==> src/rtl/prio_enc_pkg.sv <==
// prio_enc_pkg: shared state encoding and one-hot helper for prio_enc_arb
package prio_enc_pkg;
  localparam int MAX_N = 256;
  localparam int MAX_W = 8;
  typedef enum logic {IDLE, HOLD} prio_enc_state_t;
  function automatic logic [MAX_N-1:0] onehot_of(input logic [MAX_W-1:0] idx);
    return MAX_N'(1) << idx;
  endfunction
endpackage

==> src/rtl/prio_enc_find.sv <==
// prio_enc_find: find-first-set scanning downward from start, wrapping N-1 after 0
module prio_enc_find #(
  parameter int N = 8,
  localparam int W = $clog2(N)
) (
  input  logic [N-1:0] req,
  input  logic [W-1:0] start,
  output logic         found,
  output logic [W-1:0] idx
);
  always_comb begin
    int p;
    found = 1'b0;
    idx = '0;
    p = 0;
    for (int j = 0; j < N; j++) begin
      p = (int'(start) >= j) ? int'(start) - j : int'(start) + N - j;
      if (!found && req[p]) begin
        found = 1'b1;
        idx = W'(p);
      end
    end
  end
endmodule

==> src/rtl/prio_enc_arb.sv <==
// prio_enc_arb: registered priority arbiter with valid/ready grant port
// Define PRIO_ENC_ARB_RR_EN for round-robin fairness; default is fixed highest-index priority.
module prio_enc_arb
  import prio_enc_pkg::*;
#(
  parameter int N = 8,
  localparam int W = $clog2(N)
) (
  input  logic         clk,
  input  logic         rst,
  input  logic [N-1:0] req,
  input  logic         out_ready,
  output logic         out_valid,
  output logic [W-1:0] out_idx,
  output logic [N-1:0] out_gnt
);
  prio_enc_state_t state_q;
  logic [W-1:0] idx_q, f_idx, start;
  logic [N-1:0] gnt_q;
  logic found, load;
`ifdef PRIO_ENC_ARB_RR_EN
  logic [W-1:0] ptr_q, ptr_d;
  assign start = ptr_q;
  assign ptr_d = (f_idx == '0) ? W'(N-1) : f_idx - W'(1);
  always_ff @(posedge clk)
    if (rst) ptr_q <= W'(N-1);
    else if (load) ptr_q <= ptr_d;
`else
  assign start = W'(N-1);
`endif
  prio_enc_find #(.N(N)) u_find (.req(req), .start(start), .found(found), .idx(f_idx));
  assign load = found && (state_q == IDLE || out_ready);
  always_ff @(posedge clk) begin
    if (rst) begin
      state_q <= IDLE;
      idx_q <= '0;
      gnt_q <= '0;
    end else if (load) begin
      state_q <= HOLD;
      idx_q <= f_idx;
      gnt_q <= N'(onehot_of(MAX_W'(f_idx)));
    end else if (state_q == HOLD && out_ready) begin
      state_q <= IDLE;
      gnt_q <= '0;
    end
  end
  assign out_valid = (state_q == HOLD);
  assign out_idx = idx_q;
  assign out_gnt = gnt_q;
endmodule

==> config.mk <==
export PLATFORM = sky130hd
export DESIGN_NAME = prio_enc_arb
export DESIGN_NICKNAME = d
export VERILOG_FILES = /design/src/rtl/prio_enc_pkg.sv /design/src/rtl/prio_enc_find.sv /design/src/rtl/prio_enc_arb.sv
export SDC_FILE = /design/constraint.sdc
export NUM_CORES = 1
export LEC_CHECK = 0
export CORE_MARGIN = 2
export CORE_UTILIZATION = 40
export DETAILED_ROUTE_END_ITERATION = 12
export PLACE_DENSITY = 0.78
export SLEW_MARGIN = 25
export SYNTH_ARGS = -nofsm -noshare
export SYNTH_HDL_FRONTEND = slang
export SYNTH_SLANG_ARGS = --single-unit
==> constraint.sdc <==
create_clock -name clk -period 1.5 [get_ports clk]
set_input_delay 0.3 -clock clk [delete_from_list [all_inputs] [get_ports clk]]
set_output_delay 0.3 -clock clk [all_outputs]
set_load 0.05 [all_outputs]
==> results of run 1 <==
==> flip-flops by register name, summed over array words and instances, names as in the netlist <==
| signal | count |
|---|---|
| out_idx | 3 |
| out_valid | 1 |
| out_gnt | 8 |
==> stage by stage <==
| step | instances | area (µm²) | hold WS (ns) | setup slack (ns) | TNS (ns) |
|---|---|---|---|---|---|
| finish | 114 | 1070 | 0.467 | 0.0305 | 0 |
| global route | 114 | 1070 | 0.507 | -0.0418 | -0.0418 |
| CTS | 112 | 1040 | 0.490 | 0.0145 | 0 |
| detailed placement | 109 | 1010 | 0.481 | -0.266 | -2.46 |
| global placement | 109 | 1010 | 0.476 | -0.202 | -1.86 |
| floorplan | 61 | 569 | 0.467 | 0.0416 | 0 |
==> worst max-delay path, cell delays in order <==
cell and delay [ns]:
sky130_fd_sc_hd__clkdlybuf4s50_1 0.47, sky130_fd_sc_hd__nor3b_1 0.18, sky130_fd_sc_hd__a211o_2 0.35, sky130_fd_sc_hd__nand4b_1 0.20, sky130_fd_sc_hd__o21ai_0 0.18
==> layout by cell type (no fill, tap or decap), drive strengths merged, types with 3 or more instances in the layout <==
cell | synthesis | layout
a211oi | 3 | 3
a21oi | 5 | 5
a31oi | 3 | 3
buf | 0 | 26
clkbuf | 1 | 3
clkdlybuf4s50 | 0 | 7
dfxtp | 12 | 12
dlymetal6s2s | 0 | 3
nand2 | 3 | 3
nor2 | 10 | 10
==> kinds of logic after synthesis <==
logic type,after synthesis
simple gates,24
compound gates,22
flops,12
buf+inv,3
==> synth_stat cells <==
cell,n
sky130_fd_sc_hd__o31ai_1,1
sky130_fd_sc_hd__o21ai_0,2
sky130_fd_sc_hd__nand3b_1,2
sky130_fd_sc_hd__nor4_2,1
sky130_fd_sc_hd__nand2_1,3
sky130_fd_sc_hd__a211oi_1,3
sky130_fd_sc_hd__dfxtp_1,12
sky130_fd_sc_hd__a32oi_1,2
sky130_fd_sc_hd__o2111ai_1,1
sky130_fd_sc_hd__a21oi_1,3
sky130_fd_sc_hd__a31oi_1,3
sky130_fd_sc_hd__or3_2,1
sky130_fd_sc_hd__nor2_1,10
sky130_fd_sc_hd__nor3b_1,1
sky130_fd_sc_hd__inv_1,2
sky130_fd_sc_hd__o21a_1,1
sky130_fd_sc_hd__a22oi_1,1
sky130_fd_sc_hd__nor2b_1,1
sky130_fd_sc_hd__nand4b_1,2
sky130_fd_sc_hd__nand2b_1,2
sky130_fd_sc_hd__a21oi_2,2
sky130_fd_sc_hd__o31a_1,1
sky130_fd_sc_hd__a31o_4,1
sky130_fd_sc_hd__nor4_4,1
sky130_fd_sc_hd__clkbuf_1,1
sky130_fd_sc_hd__a211o_2,1
==> routing by layer <==
layer	track usage	routed length (µm)	vias to the layer above
met4	0.129	70	0
li1	-	-	310
met3	0.0391	99	9
met1	0.239	709	278
met5	0	0	-
met2	0.256	709	32
==> worst min-delay path by stage <==
stage                     startpoint  cells past startpoint         end
after global routing          req[5]                      3  out_gnt[5]
after CTS                 out_gnt[4]                      2  out_gnt[4]
after global placement    out_gnt[4]                      2  out_gnt[4]
after detailed placement  out_gnt[4]                      2  out_gnt[4]
after floorplan               req[3]                      2  out_gnt[3]
final                         req[5]                      3  out_gnt[5]
==> layout make-up <==
cell class	instances	area [µm²]	area share
timing repair buffer	36	453	0.424
multi-input combinational	46	325	0.305
sequential	12	240	0.225
clock buffer	3	22.5	0.0211
tap	15	18.8	0.0176
inverter	2	7.51	0.00703
==> what timing repair did <==
action	4_1_cts	5_1_grt
endpoints found under the setup margin	0	11
resized for setup	0	5
buffers inserted	0	2
==> report_power, final <==
group / internal [W] / total, W / switching [W]
Clock: 0.0000933 / 0.000201 / 0.000108
Combinational: 0.000115 / 0.000227 / 0.000112
Sequential: 0.000332 / 0.000345 / 0.0000135
==> impl_summary.log, run 1 <==
[metrics] run status: finished, final reports clean
[metrics] Leak: 0.442 nW
[metrics] first-pass GRT wire length: 2440 µm
[metrics] remaining number of nets flagged by the antenna check after routing: 0
[metrics] Post-Syn Area: around 570 µm²
[metrics] compound-cell area share of the yosys netlist: 0.297
[metrics] Synth area leaders: sky130_fd_sc_hd__dfxtp_1 42%, sky130_fd_sc_hd__nor2_1 6.6%, sky130_fd_sc_hd__a211oi_1 4.0%
[metrics] Diodes inserted: 0
[metrics] PnR Total Power: 0.000773 W
[metrics] maximum number of pins on one net before global-route repair: 8
[metrics] Worst-Margin Slew: 0.480 ns
[metrics] overall via count from detail_route: between 600 and 700
[metrics] vias in the first global route: 571
[metrics] worst reg2reg endpoint: out_gnt[6]
[metrics] origin of the worst setup path: req[3]
[metrics] distinct cell type count of the synthesized netlist: 26
[metrics] overall die width: around 42 µm
[metrics] number of antenna violations at the first check in global routing: 0
[metrics] endpoints failing hold: 0
[metrics] Post-Syn Area per Cell: 9.33 µm²
[metrics] Clock Skew: around 0.0046 ns
[metrics] FP Rows: 13
[metrics] critical path required time: 1.71 ns
[metrics] final weighted congestion of routability-driven global placement: 0.891
[metrics] Min-Delay Path Class: in -> reg
[metrics] clock insertion delay at the later pin of the skew report: 0.28 ns
[metrics] count of filler cells inserted in the layout: 79
[metrics] mux share of post-synthesis cell area: 0
[metrics] CTS Hold Buffers Added: 0
[metrics] clock transition time at the flip-flop clock pins of the worst setup and hold paths: 0.07 ns
[metrics] fraction of the yosys area taken by sequential cells: 0.422
[metrics] Worst Setup End Kind: flop
[metrics] pins over their slew limit: 0
[metrics] Worst R2R Start: out_valid
[metrics] count of mapped cells out of synthesis: 61
[metrics] placeable core region: 1320 µm²
[metrics] CTS H-tree depth: 1
[metrics] number of setup violations in the final report: 0
[metrics] clock buffer count from CTS: 3
[metrics] Post-Synthesis Net Count: 72
[metrics] P per Cell Area: between 700 and 800 nW/µm²
[metrics] final critical-path required period: 1.47 ns
[metrics] share of the synthesized netlist area taken by xor and xnor gates: 0
[metrics] critical path type: in -> reg
[metrics] maximum buffer depth of the clock tree: 2
[metrics] library cell with the largest summed area after synthesis: sky130_fd_sc_hd__dfxtp_1
[metrics] HPWL after DPL: around 1100 µm
[metrics] share of layout cells above drive strength 1: 0.364
[metrics] drt initial violations: 25
[metrics] clk root buf: sky130_fd_sc_hd__clkbuf_4
[metrics] detail-routed net length per standard cell: around 14 µm
[metrics] worst supply voltage drop on vdd: 0.000521 V
[metrics] number of sinks on the clock net: 12
[metrics] floorplan die area: roughly 1700 µm²
[metrics] Yosys reg bits: 12
[metrics] CTS tree: yes
[metrics] Core Util, Final: 0.810
[metrics] maximum clock rate: 0.681 GHz
[metrics] largest family of logic cells by synthesized area: compound AO/OA/AOI/OAI gates
[metrics] global-route congestion overflow total: 0
[metrics] count of yosys warnings during synthesis: 0
[metrics] Worst R2R Path Depth: 4
[metrics] CP Launch Type: input port
[metrics] setup slack of the most critical reg-to-reg path: between 0.2 and 0.3 ns
[metrics] starting density of the core: 0.432
[metrics] drt first pass iters: 4
[metrics] arrival time at the worst endpoint: 1.68 ns
[metrics] Setup crit end: out_gnt[2]
[metrics] area fraction of the dominant cell type after synthesis: 0.422
[metrics] Port-buffer cells: 22
[metrics] final wirelength: 1590 µm
[metrics] critical path peak fanout: 4
[metrics] simple-gate share of the synthesized area: 0.262
[metrics] Avg Vias per Cell: about 5.5
[metrics] number of ports placed on the die boundary: 23
[metrics] nets@finish: 112
[metrics] number of max-cap violations: 0
[metrics] fin crit share: 0.980
[metrics] relative slew slack: 0.680
[metrics] DRC violations left: 0
[metrics] layout-stage area growth over the synthesis result: 87.5%
[metrics] adder and majority cell fraction of the synthesized area: 0
[metrics] floorplan die height: about 42 µm
[metrics] GRT Resource Usage Total: 0.181
(Power assumes the default switching activity.)
==> run 2, diff against run 1 <==
--- a/config.mk
+++ b/config.mk
@@ -9,6 +9,7 @@
 export CORE_UTILIZATION = 40
 export DETAILED_ROUTE_END_ITERATION = 12
 export PLACE_DENSITY = 0.78
+export SKIP_LAST_GASP = 1
 export SLEW_MARGIN = 25
 export SYNTH_ARGS = -nofsm -noshare
 export SYNTH_HDL_FRONTEND = slang
==> results of run 2 <==
The final DEF is identical to that of run 1; final timing and power are the same.
==> run 3, diff against run 2 <==
--- a/config.mk
+++ b/config.mk
@@ -5,7 +5,7 @@
 export SDC_FILE = /design/constraint.sdc
 export NUM_CORES = 1
 export LEC_CHECK = 0
-export CORE_MARGIN = 2
+export CORE_MARGIN = 4
 export CORE_UTILIZATION = 40
 export DETAILED_ROUTE_END_ITERATION = 12
 export PLACE_DENSITY = 0.78
==> run 3 against run 2 <==
Against the previous run:
- first-iteration DRC count shrank 40%
- sequential cell count is the same
- clock skew shrank 0.0029 ns
- utilization is the same
- combinational power is essentially flat
- largest power group unchanged
- clock power shrank 3%
- critical path type unchanged
- total power shrank 0.63%
- worst hold slack gained 0.028 ns
- via count shrank 0.48%
- die area grew 20%
- register-to-register slack is essentially flat
==> impl_summary.log, run 3 (synthesized netlist as in run 1, its figures left out) <==
[metrics] endpoints failing hold: 0 (unchanged)
[metrics] Leak: 0.425 nW (was 0.442 nW)
[metrics] layout-stage area growth over the synthesis result: 87.5% (unchanged)
[metrics] detail-routed net length per standard cell: 14.2 µm (was 13.9 µm)
[metrics] setup slack of the most critical reg-to-reg path: 0.30 ns (was 0.29 ns)
[metrics] P per Cell Area: 720 nW/µm² (was 725 nW/µm²)
[metrics] HPWL after DPL: 1190 µm (was 1120 µm)
[metrics] drt first pass iters: 4 (unchanged)
[metrics] Clock Skew: 0.00173 ns (was 0.00464 ns)
[metrics] highest cell delay on the worst timing path: 0.58 ns (was 0.47 ns)
[metrics] number of max-cap violations: 0 (unchanged)
[metrics] most frequent cells in the layout: 14 x sky130_fd_sc_hd__buf_4, 12 x sky130_fd_sc_hd__dfxtp_1, 12 x sky130_fd_sc_hd__buf_12, 10 x sky130_fd_sc_hd__nor2_1, 9 x sky130_fd_sc_hd__clkdlybuf4s50_1 (was 14 x sky130_fd_sc_hd__buf_4, 12 x sky130_fd_sc_hd__dfxtp_1, 12 x sky130_fd_sc_hd__buf_12, 10 x sky130_fd_sc_hd__nor2_1, 7 x sky130_fd_sc_hd__clkdlybuf4s50_1)
[metrics] overall via count from detail_route: 626 (was 629)
[metrics] vias in the first global route: 585 (was 571)
[metrics] clock buffer count from CTS: 3 (unchanged)
[metrics] critical path type: in -> reg (unchanged)
[metrics] Reg area: 240 µm² (unchanged)
[metrics] CTS tree: yes (unchanged)
[metrics] max reg flops: 8 (unchanged)
[metrics] clk root buf: sky130_fd_sc_hd__clkbuf_4 (unchanged)
[metrics] worst supply voltage drop on vdd: 0.000562 V (was 0.000521 V)
[metrics] Worst Setup End Kind: flop (unchanged)
[metrics] count of filler cells inserted in the layout: 83 (was 79)
[metrics] startpoint of the worst hold path: out_gnt[4] (was req[5])
[metrics] floorplan die area: 2090 µm² (was 1740 µm²)
[metrics] final wirelength: 1620 µm (was 1590 µm)
[metrics] Worst R2R Start: out_valid (unchanged)
[metrics] GRT Resource Usage Total: 0.171 (was 0.181)
[metrics] Port-buffer cells: 22 (unchanged)
[metrics] origin of the worst setup path: req[5] (was req[3])
[metrics] Min-Delay Path Class: reg -> reg (was in -> reg)
[metrics] CP Launch Type: input port (unchanged)
[metrics] placeable core region: 1320 µm² (unchanged)
[metrics] Avg Vias per Cell: 5.49 (was 5.52)
[metrics] number of ports placed on the die boundary: 23 (unchanged)
[metrics] maximum buffer depth of the clock tree: 2 (unchanged)
[metrics] PnR Total Power: 0.000769 W (was 0.000773 W)
[metrics] floorplan die height: 45.7 µm (was 41.7 µm)
[metrics] post-detailed-placement cell area: 1020 µm² (was 1010 µm²)
[metrics] finished layout cell area: 1070 µm² (unchanged)
[metrics] final critical-path required period: 1.43 ns (was 1.47 ns)
[metrics] critical path required time: 1.69 ns (was 1.71 ns)
[metrics] overall die width: 45.7 µm (was 41.7 µm)
[metrics] number of antenna violations at the first check in global routing: 0 (unchanged)
[metrics] starting density of the core: 0.432 (unchanged)
[metrics] most common cell after layout, fill and taps aside: sky130_fd_sc_hd__buf_4 (unchanged)
[metrics] critical path peak fanout: 6 (was 4)
[metrics] first-pass GRT wire length: 2530 µm (was 2440 µm)
[metrics] arrival time at the worst endpoint: 1.62 ns (was 1.68 ns)
[metrics] clock insertion delay at the later pin of the skew report: 0.27 ns (was 0.28 ns)
[metrics] CTS H-tree depth: 1 (unchanged)
[metrics] maximum clock rate: 0.698 GHz (was 0.681 GHz)
[metrics] Worst-Margin Slew: 0.471 ns (was 0.480 ns)
[metrics] final weighted congestion of routability-driven global placement: 0.858 (was 0.891)
[metrics] clock transition time at the flip-flop clock pins of the worst setup and hold paths: 0.07 ns (about the same)
[metrics] pins over their slew limit: 0 (unchanged)
[metrics] final setup margin: 0.0667 ns (was 0.0305 ns)
[metrics] number of sinks on the clock net: 12 (unchanged)
[metrics] Core Util, Final: 0.810 (unchanged)
[metrics] run status: finished, final reports clean (unchanged)
[metrics] slowest cell on the critical path: sky130_fd_sc_hd__clkdlybuf4s50_1 (unchanged)
[metrics] number of setup violations in the final report: 0 (unchanged)
[metrics] remaining number of nets flagged by the antenna check after routing: 0 (unchanged)
[metrics] nets@finish: 112 (unchanged)
[metrics] DRC violations left: 0 (unchanged)
[metrics] FP Rows: 13 (unchanged)
[metrics] ordered list of cells on the worst path: clkdlybuf4s50_1, nor4_4, buf_4, a21oi_4, nor2_1, a211oi_2 (was clkdlybuf4s50_1, nor3b_1, a211o_2, nand4b_1, o21ai_0)
[metrics] share of layout cells above drive strength 1: 0.374 (was 0.364)
[metrics] RSZ-0062 raised after global routing: true
[metrics] drt initial violations: 15 (was 25)
[metrics] Diodes inserted: 0 (unchanged)
[metrics] post-route worst hold slack: 0.495 ns (was 0.467 ns)
[metrics] footprint of the multi-input gates: 330 µm² (was 325 µm²)
[metrics] fin crit share: 0.956 (was 0.980)
[metrics] global-route congestion overflow total: 0 (unchanged)
[metrics] dpl ws: -0.268 ns (was -0.266 ns)
[metrics] relative slew slack: 0.686 (was 0.680)
[metrics] maximum number of pins on one net before global-route repair: 8 (unchanged)
## run 3: cell count changes in the layout (fill, tap and decap cells not counted), sizes merged
cell / change
clkdlybuf4s50: +2
dlymetal6s2s: -2
## run 3: final cells by class
| cell class | instances | share of cell area |
|---|---|---|
| Clock buffer | 3 | 0.0211 |
| Inverter | 2 | 0.00703 |
| Multi-Input combinational cell | 46 | 0.309 |
| Sequential cell | 12 | 0.225 |
| Tap cell | 15 | 0.0176 |
| Timing Repair Buffer | 36 | 0.420 |
## run 3: path summary, 6_finish.rpt
check,to,cells after the start
max reg2reg,out_gnt[6],4
min,out_gnt[4],2
max,out_idx[2],6
min reg2reg,out_gnt[4],2
## run 3: critical path, delay by kind of cell
kind	cells	cell delay [ns]
buf+inv	2	0.75
simple gates	2	0.14
compound gates	2	0.42
## run 3: power breakdown
| part | internal, W | switching [W] | total [W] |
|---|---|---|---|
| clock network | 0.0000929 | 0.000101 | 0.000194 |
| registers | 0.000332 | 0.0000137 | 0.000345 |
| logic | 0.000117 | 0.000112 | 0.000229 |
| total | 0.000541 | 0.000227 | 0.000769 |
## run 3: per-layer routing
metal	vias to the layer above	wire [µm]	global-route usage
met5	-	0	0
met4	0	49	0.102
met3	6	94	0.0435
met2	26	747	0.276
met1	279	724	0.200
li1	315	-	-
## run 3: what timing repair did
action	4_1_cts	5_1_grt
gates resized for setup	2	1
buffers inserted	0	1
pin swaps	0	0
endpoints found under the setup margin	1	10
hold buffers	0	0
## run 3: stage by stage
step           setup TNS [ns]  cells
5_1_grt               -0.0371    114
3_3_place_gp            -1.85    110
6_report                    0    114
4_1_cts               -0.0133    113
2_1_floorplan               0     61
3_5_place_dp            -2.38    110
